**src/rtl/tmp_decim.sv**
```systemverilog
// tmp_decim: decimating counter for the temperature-sensor charge-balance loop.
// Each src_n / snk toggle is one charge packet. Over a window of 2^OSR_LOG2
// packets the number of source packets is counted and published as a
// temperature code on a valid/ready handshake.
module tmp_decim #(
  parameter int OSR_LOG2   = 8,
  parameter int CODE_W     = OSR_LOG2 + 1,
  parameter int TIMEOUT    = 1023,
  parameter bit CONTINUOUS = 1'b0
) (
  input  logic              clk,
  input  logic              reset_n,
  input  logic              start,
  input  logic              src_n,
  input  logic              snk,
  input  logic              out_ready,
  output logic [CODE_W-1:0] code,
  output logic              code_valid,
  output logic              busy,
  output logic              ovf,
  output logic              timeout_err
);

  // Packet counters must hold 0..N inclusive.
  localparam int CNT_W  = OSR_LOG2 + 1;
  localparam int IDLE_W = 10;

  localparam logic [CNT_W-1:0]  N_VAL     = {1'b1, {OSR_LOG2{1'b0}}};
  localparam logic [CNT_W-1:0]  N_M1      = N_VAL - 1'b1;
  localparam logic [IDLE_W-1:0] TIMEOUT_V = IDLE_W'(TIMEOUT);

  typedef enum logic [1:0] {
    ST_IDLE  = 2'd0,
    ST_SYNC  = 2'd1,
    ST_ACCUM = 2'd2
  } state_t;

  state_t             state_q, state_d;
  logic               src_q, src_d;
  logic               snk_q, snk_d;
  logic [CNT_W-1:0]   src_cnt_q, src_cnt_d;
  logic [CNT_W-1:0]   tot_cnt_q, tot_cnt_d;
  logic [IDLE_W-1:0]  idle_cnt_q, idle_cnt_d;
  logic [CODE_W-1:0]  code_q, code_d;
  logic               code_valid_q, code_valid_d;
  logic               ovf_q, ovf_d;
  logic               timeout_err_q, timeout_err_d;

  // Per-cycle packet decode
  logic               src_tog;
  logic               snk_tog;
  logic               any_tog;
  logic               src_cnt_en;
  logic               snk_cnt_en;
  logic [CNT_W-1:0]   src_cnt_next;
  logic [CNT_W-1:0]   tot_cnt_next;
  logic [IDLE_W-1:0]  idle_cnt_inc;

  // Toggle detection against last cycle's line levels.
  assign src_tog = src_n ^ src_q;
  assign snk_tog = snk ^ snk_q;
  assign any_tog = src_tog | snk_tog;

  // Next-state, counter and handshake logic.
  always_comb begin
    state_d       = state_q;
    src_d         = src_n;
    snk_d         = snk;
    src_cnt_d     = src_cnt_q;
    tot_cnt_d     = tot_cnt_q;
    idle_cnt_d    = idle_cnt_q;
    code_d        = code_q;
    code_valid_d  = code_valid_q;
    ovf_d         = ovf_q;
    timeout_err_d = timeout_err_q;

    src_cnt_en    = 1'b0;
    snk_cnt_en    = 1'b0;
    src_cnt_next  = src_cnt_q;
    tot_cnt_next  = tot_cnt_q;
    idle_cnt_inc  = idle_cnt_q + 1'b1;

    // A transfer drops valid; a completion below may re-raise it.
    if (code_valid_q && out_ready) begin
      code_valid_d = 1'b0;
    end

    case (state_q)
      ST_IDLE: begin
        if (start) begin
          state_d       = ST_SYNC;
          src_cnt_d     = '0;
          tot_cnt_d     = '0;
          idle_cnt_d    = '0;
          ovf_d         = 1'b0;
          timeout_err_d = 1'b0;
        end
      end

      // One cycle to let the toggle history settle; nothing is counted.
      ST_SYNC: begin
        state_d = ST_ACCUM;
      end

      ST_ACCUM: begin
        // On the last slot of a window only one packet fits, and the
        // source packet takes precedence over a simultaneous sink packet.
        src_cnt_en   = src_tog;
        snk_cnt_en   = snk_tog && !(src_tog && (tot_cnt_q == N_M1));
        src_cnt_next = src_cnt_q + CNT_W'(src_cnt_en);
        tot_cnt_next = tot_cnt_q + CNT_W'(src_cnt_en) + CNT_W'(snk_cnt_en);

        if (tot_cnt_next == N_VAL) begin
          // Window complete: publish unless an unaccepted code is pending.
          if (!code_valid_q || out_ready) begin
            code_d       = CODE_W'(src_cnt_next);
            code_valid_d = 1'b1;
          end else begin
            ovf_d = 1'b1;
          end
          src_cnt_d  = '0;
          tot_cnt_d  = '0;
          idle_cnt_d = '0;
          state_d    = CONTINUOUS ? ST_SYNC : ST_IDLE;
        end else if (!any_tog && (idle_cnt_inc == TIMEOUT_V)) begin
          // Controller went quiet for too long: abandon the window.
          timeout_err_d = 1'b1;
          src_cnt_d     = '0;
          tot_cnt_d     = '0;
          idle_cnt_d    = '0;
          state_d       = ST_IDLE;
        end else begin
          src_cnt_d  = src_cnt_next;
          tot_cnt_d  = tot_cnt_next;
          idle_cnt_d = any_tog ? '0 : idle_cnt_inc;
        end
      end

      default: begin
        state_d = ST_IDLE;
      end
    endcase
  end

  // State and datapath registers with asynchronous clear.
  always_ff @(posedge clk or negedge reset_n) begin
    if (!reset_n) begin
      state_q       <= ST_IDLE;
      src_q         <= 1'b0;
      snk_q         <= 1'b0;
      src_cnt_q     <= '0;
      tot_cnt_q     <= '0;
      idle_cnt_q    <= '0;
      code_q        <= '0;
      code_valid_q  <= 1'b0;
      ovf_q         <= 1'b0;
      timeout_err_q <= 1'b0;
    end else begin
      state_q       <= state_d;
      src_q         <= src_d;
      snk_q         <= snk_d;
      src_cnt_q     <= src_cnt_d;
      tot_cnt_q     <= tot_cnt_d;
      idle_cnt_q    <= idle_cnt_d;
      code_q        <= code_d;
      code_valid_q  <= code_valid_d;
      ovf_q         <= ovf_d;
      timeout_err_q <= timeout_err_d;
    end
  end

  assign code        = code_q;
  assign code_valid  = code_valid_q;
  assign busy        = (state_q == ST_SYNC) || (state_q == ST_ACCUM);
  assign ovf         = ovf_q;
  assign timeout_err = timeout_err_q;

endmodule

```
**config.mk**
```make
export PLATFORM = sky130hd
export DESIGN_NAME = tmp_decim
export DESIGN_NICKNAME = d
export VERILOG_FILES = /design/src/rtl/tmp_decim.sv
export SDC_FILE = /design/constraint.sdc
export NUM_CORES = 1
export LEC_CHECK = 0
export ABC_AREA = 1
export BUFFER_PORTS_ARGS = -buffer_cell sky130_fd_sc_hd__buf_2
export CAP_MARGIN = 20
export CORE_UTILIZATION = 40
export DETAILED_ROUTE_END_ITERATION = 6
export GPL_TIMING_DRIVEN = 1
export SKIP_CTS_REPAIR_TIMING = 1
export SLEW_MARGIN = 40
export SYNTH_ARGS = -nofsm -noshare
export SYNTH_HDL_FRONTEND = slang
export SYNTH_SLANG_ARGS = --single-unit
```
**constraint.sdc**
```tcl
create_clock -name clk -period 3.7 [get_ports clk]
set_clock_uncertainty 0.05 [all_clocks]
set_input_delay 0.555 -clock clk [delete_from_list [all_inputs] [get_ports clk]]
set_output_delay 0.555 -clock clk [all_outputs]
set_load 0.005 [all_outputs]
```
==> metrics.txt <==
# TYPE chip_impl_metric gauge
chip_impl_info{name="outcome",value="finished clean"} 1
chip_impl_metric{name="stdcell_count",unit=""} 426
chip_impl_metric{name="synth_largest_type_area_fraction",unit="%"} 41.7
chip_impl_metric{name="timing.final.ws_setup",unit="ns"} 0.487
chip_impl_metric{name="place_worst_setup_slack",unit="ns"} 0.248
chip_impl_metric{name="core-area",unit="um^2"} 6350
chip_impl_metric{name="antenna_found_initial",unit=""} 0
chip_impl_metric{name="timing.critical_path.buf_inv",unit=""} 2
chip_impl_metric{name="worst_path_required_time",unit="ns"} 3.89
chip_impl_metric{name="critical_path.max_fanout",unit=""} 14
chip_impl_metric{name="cp_slowest_stage_delay",unit="ns"} 0.48
chip_impl_metric{name="netlist_area",unit="um^2"} 2640
chip_impl_metric{name="postSynth.asyncResetShare",unit="%"} 100
chip_impl_metric{name="detailedRoute.firstIterationViolations",unit=""} 105
chip_impl_info{name="worstSetupEndpointType",value="flop"} 1
chip_impl_info{name="grt_setup_unrepaired",value="no"} 1
chip_impl_metric{name="port_buffers",unit=""} 18
chip_impl_metric{name="place.gp.congestion",unit=""} 0.816
chip_impl_info{name="cp_top_family",value="simple AND/OR/NAND/NOR gates"} 1
chip_impl_info{name="clock_tree_from_tritoncts",value="yes"} 1
chip_impl_metric{name="routed_via_density",unit=""} 5.01
chip_impl_metric{name="std_cell_rows",unit=""} 29
chip_impl_metric{name="netlist_instances",unit=""} 328
chip_impl_metric{name="placed_cells",unit=""} 418
chip_impl_metric{name="slew-limit-headroom",unit="%"} 62.6
chip_impl_metric{name="die_w",unit="um"} 83.3
chip_impl_metric{name="drt-wirelength-per-cell",unit="um"} 12.4
chip_impl_info{name="timing_worst_setup_path_type",value="reg2reg"} 1
chip_impl_info{name="cp-endpoint",value="code[1]$_DFFE_PN0P_"} 1
chip_impl_metric{name="power_density",unit="nW/um^2"} 464
chip_impl_info{name="crit_path_top_delay_cell",value="sky130_fd_sc_hd__dfrtp_1"} 1
chip_impl_metric{name="clock_sinks",unit=""} 44
chip_impl_info{name="synth_area_leaders",value="sky130_fd_sc_hd__dfrtp_1, sky130_fd_sc_hd__nand2_1, sky130_fd_sc_hd__inv_1, sky130_fd_sc_hd__nand3_1, sky130_fd_sc_hd__ha_1"} 1
chip_impl_metric{name="vias",unit=""} 2133
chip_impl_metric{name="dpl.hpwl",unit="um"} 3840
chip_impl_metric{name="design_area",unit="um^2"} 2890
chip_impl_info{name="worstHoldPathType",value="in2async"} 1
chip_impl_metric{name="grt_usage",unit="%"} 16.9
chip_impl_info{name="post-synth-top-area-cell",value="sky130_fd_sc_hd__dfrtp_1"} 1
chip_impl_metric{name="post_route_cells_drive_above_1_share",unit="%"} 17.5
chip_impl_metric{name="htree_num_levels",unit=""} 2
chip_impl_metric{name="timing.final.crit_period",unit="ns"} 3.21
chip_impl_metric{name="total_overflow_reported_by_the_global_router",unit=""} 0
chip_impl_metric{name="rr_worst_depth",unit=""} 14
chip_impl_metric{name="core_occupancy_in_the_finished_layout",unit="%"} 45.5
chip_impl_metric{name="cp.arrival",unit="ns"} 3.41
chip_impl_info{name="worstSetupStartpoint",value="tot_cnt_q[4]$_DFFE_PN0P_"} 1
chip_impl_metric{name="postSynthRegisterBits",unit=""} 44
chip_impl_info{name="timing.rr.start",value="tot_cnt_q[4]$_DFFE_PN0P_"} 1
chip_impl_metric{name="final_min_period_over_clock_period",unit="%"} 86.8
chip_impl_metric{name="drt_drc_violations_left",unit=""} 0
chip_impl_metric{name="ys.warnings.count",unit=""} 0
chip_impl_metric{name="cts.reportedPaths.clkPinSlew",unit="ns"} 0.09
chip_impl_metric{name="static-leakage-power",unit="nW"} 1.36
chip_impl_metric{name="clk-insertion-delay-late",unit="ns"} 0.30
chip_impl_metric{name="total_power",unit="mW"} 1.34
chip_impl_metric{name="synth.avg_cell_area",unit="um^2"} 8.06
chip_impl_metric{name="ys_types",unit=""} 34
chip_impl_metric{name="finalMaxSlewViolations",unit=""} 0
chip_impl_metric{name="fillers",unit=""} 620
chip_impl_info{name="synth_top_flop_cell",value="sky130_fd_sc_hd__dfrtp_1"} 1
chip_impl_metric{name="finalSetupViolations",unit=""} 0
chip_impl_metric{name="hold_worst_slack",unit="ns"} 0.188
chip_impl_metric{name="worst_pin_slew",unit="ns"} 0.560
chip_impl_metric{name="synth_seq_area_share",unit="%"} 41.7
chip_impl_metric{name="synth_edf_count",unit=""} 0
chip_impl_metric{name="i_o_pin_count",unit=""} 19
chip_impl_info{name="synth_common_cells",value="sky130_fd_sc_hd__nand2_1, sky130_fd_sc_hd__dfrtp_1, sky130_fd_sc_hd__inv_1, sky130_fd_sc_hd__nand3_1, sky130_fd_sc_hd__nor2_1"} 1
chip_impl_metric{name="drt-pass1-iter-count",unit=""} 4
chip_impl_metric{name="r2r_setup_slack",unit="ns"} 0.49
chip_impl_info{name="cts_root_buf",value="sky130_fd_sc_hd__clkbuf_8"} 1
chip_impl_metric{name="areaGrowthSynthToFinish",unit="%"} 9.33
chip_impl_metric{name="clk_path_buf_depth",unit=""} 2
chip_impl_metric{name="wirelength",unit="um"} 5280
chip_impl_metric{name="postSynthNetCount",unit=""} 343
chip_impl_metric{name="finalNetCount",unit=""} 363
chip_impl_metric{name="place_area",unit="um^2"} 2790
chip_impl_metric{name="design.die.area",unit="um^2"} 6940
chip_impl_metric{name="antenna_cells",unit=""} 0
chip_impl_metric{name="die-height",unit="um"} 83.3
chip_impl_info{name="start_kind",value="flop"} 1
chip_impl_metric{name="drv_cap",unit=""} 0
chip_impl_metric{name="path_depth",unit=""} 14
chip_impl_metric{name="route.antenna.remaining_nets",unit=""} 0
chip_impl_metric{name="initial_util",unit="%"} 41.6
chip_impl_info{name="cells_along_the_critical_path",value="inv_1 -> nor3_2 -> a41oi_1 -> fa_1 -> ha_1 -> nor2_1 -> nand3_1 -> nor2_1 -> nand3_1 -> nor2_2 -> nand4_2 -> inv_1 -> nand2_1 -> nand2_1"} 1
chip_impl_info{name="worst_r2r_endpoint",value="code[1]$_DFFE_PN0P_"} 1
chip_impl_metric{name="report.final.hold_viol_count",unit=""} 0
chip_impl_metric{name="maximum_number_of_pins_on_one_net_before_global_route_repair",unit=""} 45
chip_impl_info{name="synthMostInstantiatedCell",value="sky130_fd_sc_hd__nand2_1"} 1
chip_impl_metric{name="cts_buffers",unit=""} 5
chip_impl_metric{name="first_global_vias",unit=""} 2042
chip_impl_metric{name="worst_ir_drop_vdd",unit="uV"} 247
chip_impl_metric{name="clock.fmax",unit="MHz"} 311
chip_impl_metric{name="fin_tns_setup",unit="ns"} 0
chip_impl_metric{name="first_pass_grt_wire_length",unit="um"} 9500
==> worst min-delay path by stage <==
| stage | depth (start not counted) | to |
|---|---|---|
| 5_1_grt | 1 | tot_cnt_q[4]$_DFFE_PN0P_ |
| 4_1_cts | 1 | tot_cnt_q[4]$_DFFE_PN0P_ |
| 3_3_place_gp | 2 | timeout_err$_DFFE_PN0P_ |
| 6_report | 1 | tot_cnt_q[4]$_DFFE_PN0P_ |
| 3_5_place_dp | 2 | code[7]$_DFFE_PN0P_ |
| 2_1_floorplan | 0 | code[0]$_DFFE_PN0P_ |
==> power breakdown <==
part	leakage, nW	internal, mW	total, mW	switching (mW)
Combinational	0.708	0.147	0.470	0.323
Sequential	0.606	0.512	0.538	0.0261
Clock	0.0434	0.152	0.333	0.182
==> worst reg2reg max path, delay by kind of cell, from the launching register on <==
kind / cells / cell delay [ns]
adder cells (fa/ha/maj): 2 / 0.80
buffers and inverters: 2 / 0.38
flip-flops: 1 / 0.48
AO/OA/AOI/OAI: 1 / 0.15
AND/OR/NAND/NOR: 9 / 1.29
==> flip-flops by register name, summed over array words and instances (netlist names) <==
name and cells:
ovf 1, snk_q 1, code_valid 1, idle_cnt_q 10, timeout_err 1, tot_cnt_q 9, src_q 1, code 9
state_q 2, src_cnt_q 9
==> layout by cell type (no fill, tap or decap), types with 6 or more instances in the layout <==
cell and n:
sky130_fd_sc_hd__o21ai_0 7, sky130_fd_sc_hd__nand4_1 7, sky130_fd_sc_hd__xor2_1 7, sky130_fd_sc_hd__inv_1 34, sky130_fd_sc_hd__dfrtp_1 44, sky130_fd_sc_hd__clkbuf_8 6
sky130_fd_sc_hd__nor2_1 21, sky130_fd_sc_hd__nand2_1 114, sky130_fd_sc_hd__o22ai_1 9, sky130_fd_sc_hd__nand3_1 22, sky130_fd_sc_hd__o21ai_2 9, sky130_fd_sc_hd__buf_2 17
sky130_fd_sc_hd__o22ai_2 6, sky130_fd_sc_hd__ha_1 8
==> metal layers <==
layer,track usage (%),part of all wire [%],vias to the layer above,wire length (um)
met5,0,0,-,0
met4,5.96,1.3,0,71
met3,2.78,3.4,8,178
met2,26.2,45,36,2390
met1,23.9,50,996,2650
li1,-,-,1093,-
==> cells by family (layout without fill, tap and decap cells) <==
family,after synthesis,in the layout,synth area share (%)
fa+ha+maj,9,9,4.55
buf+inv,44,65,7.62
simple gates,185,185,31.7
xor+xnor,10,10,3.31
flops,44,44,41.7
compound gates,36,36,11.1
==> area by class of cell <==
class | instances | area (um^2) | area share, %
inverter | 35 | 131 | 4.55
clock inverter | 2 | 15.0 | 0.520
multi-input combinational | 240 | 1340 | 46.4
clock buffer | 6 | 82.6 | 2.86
sequential | 44 | 1100 | 38.1
tap | 77 | 96.3 | 3.33
timing repair buffer | 22 | 123 | 4.24
Note: power is estimated with default switching activity, not from simulation.
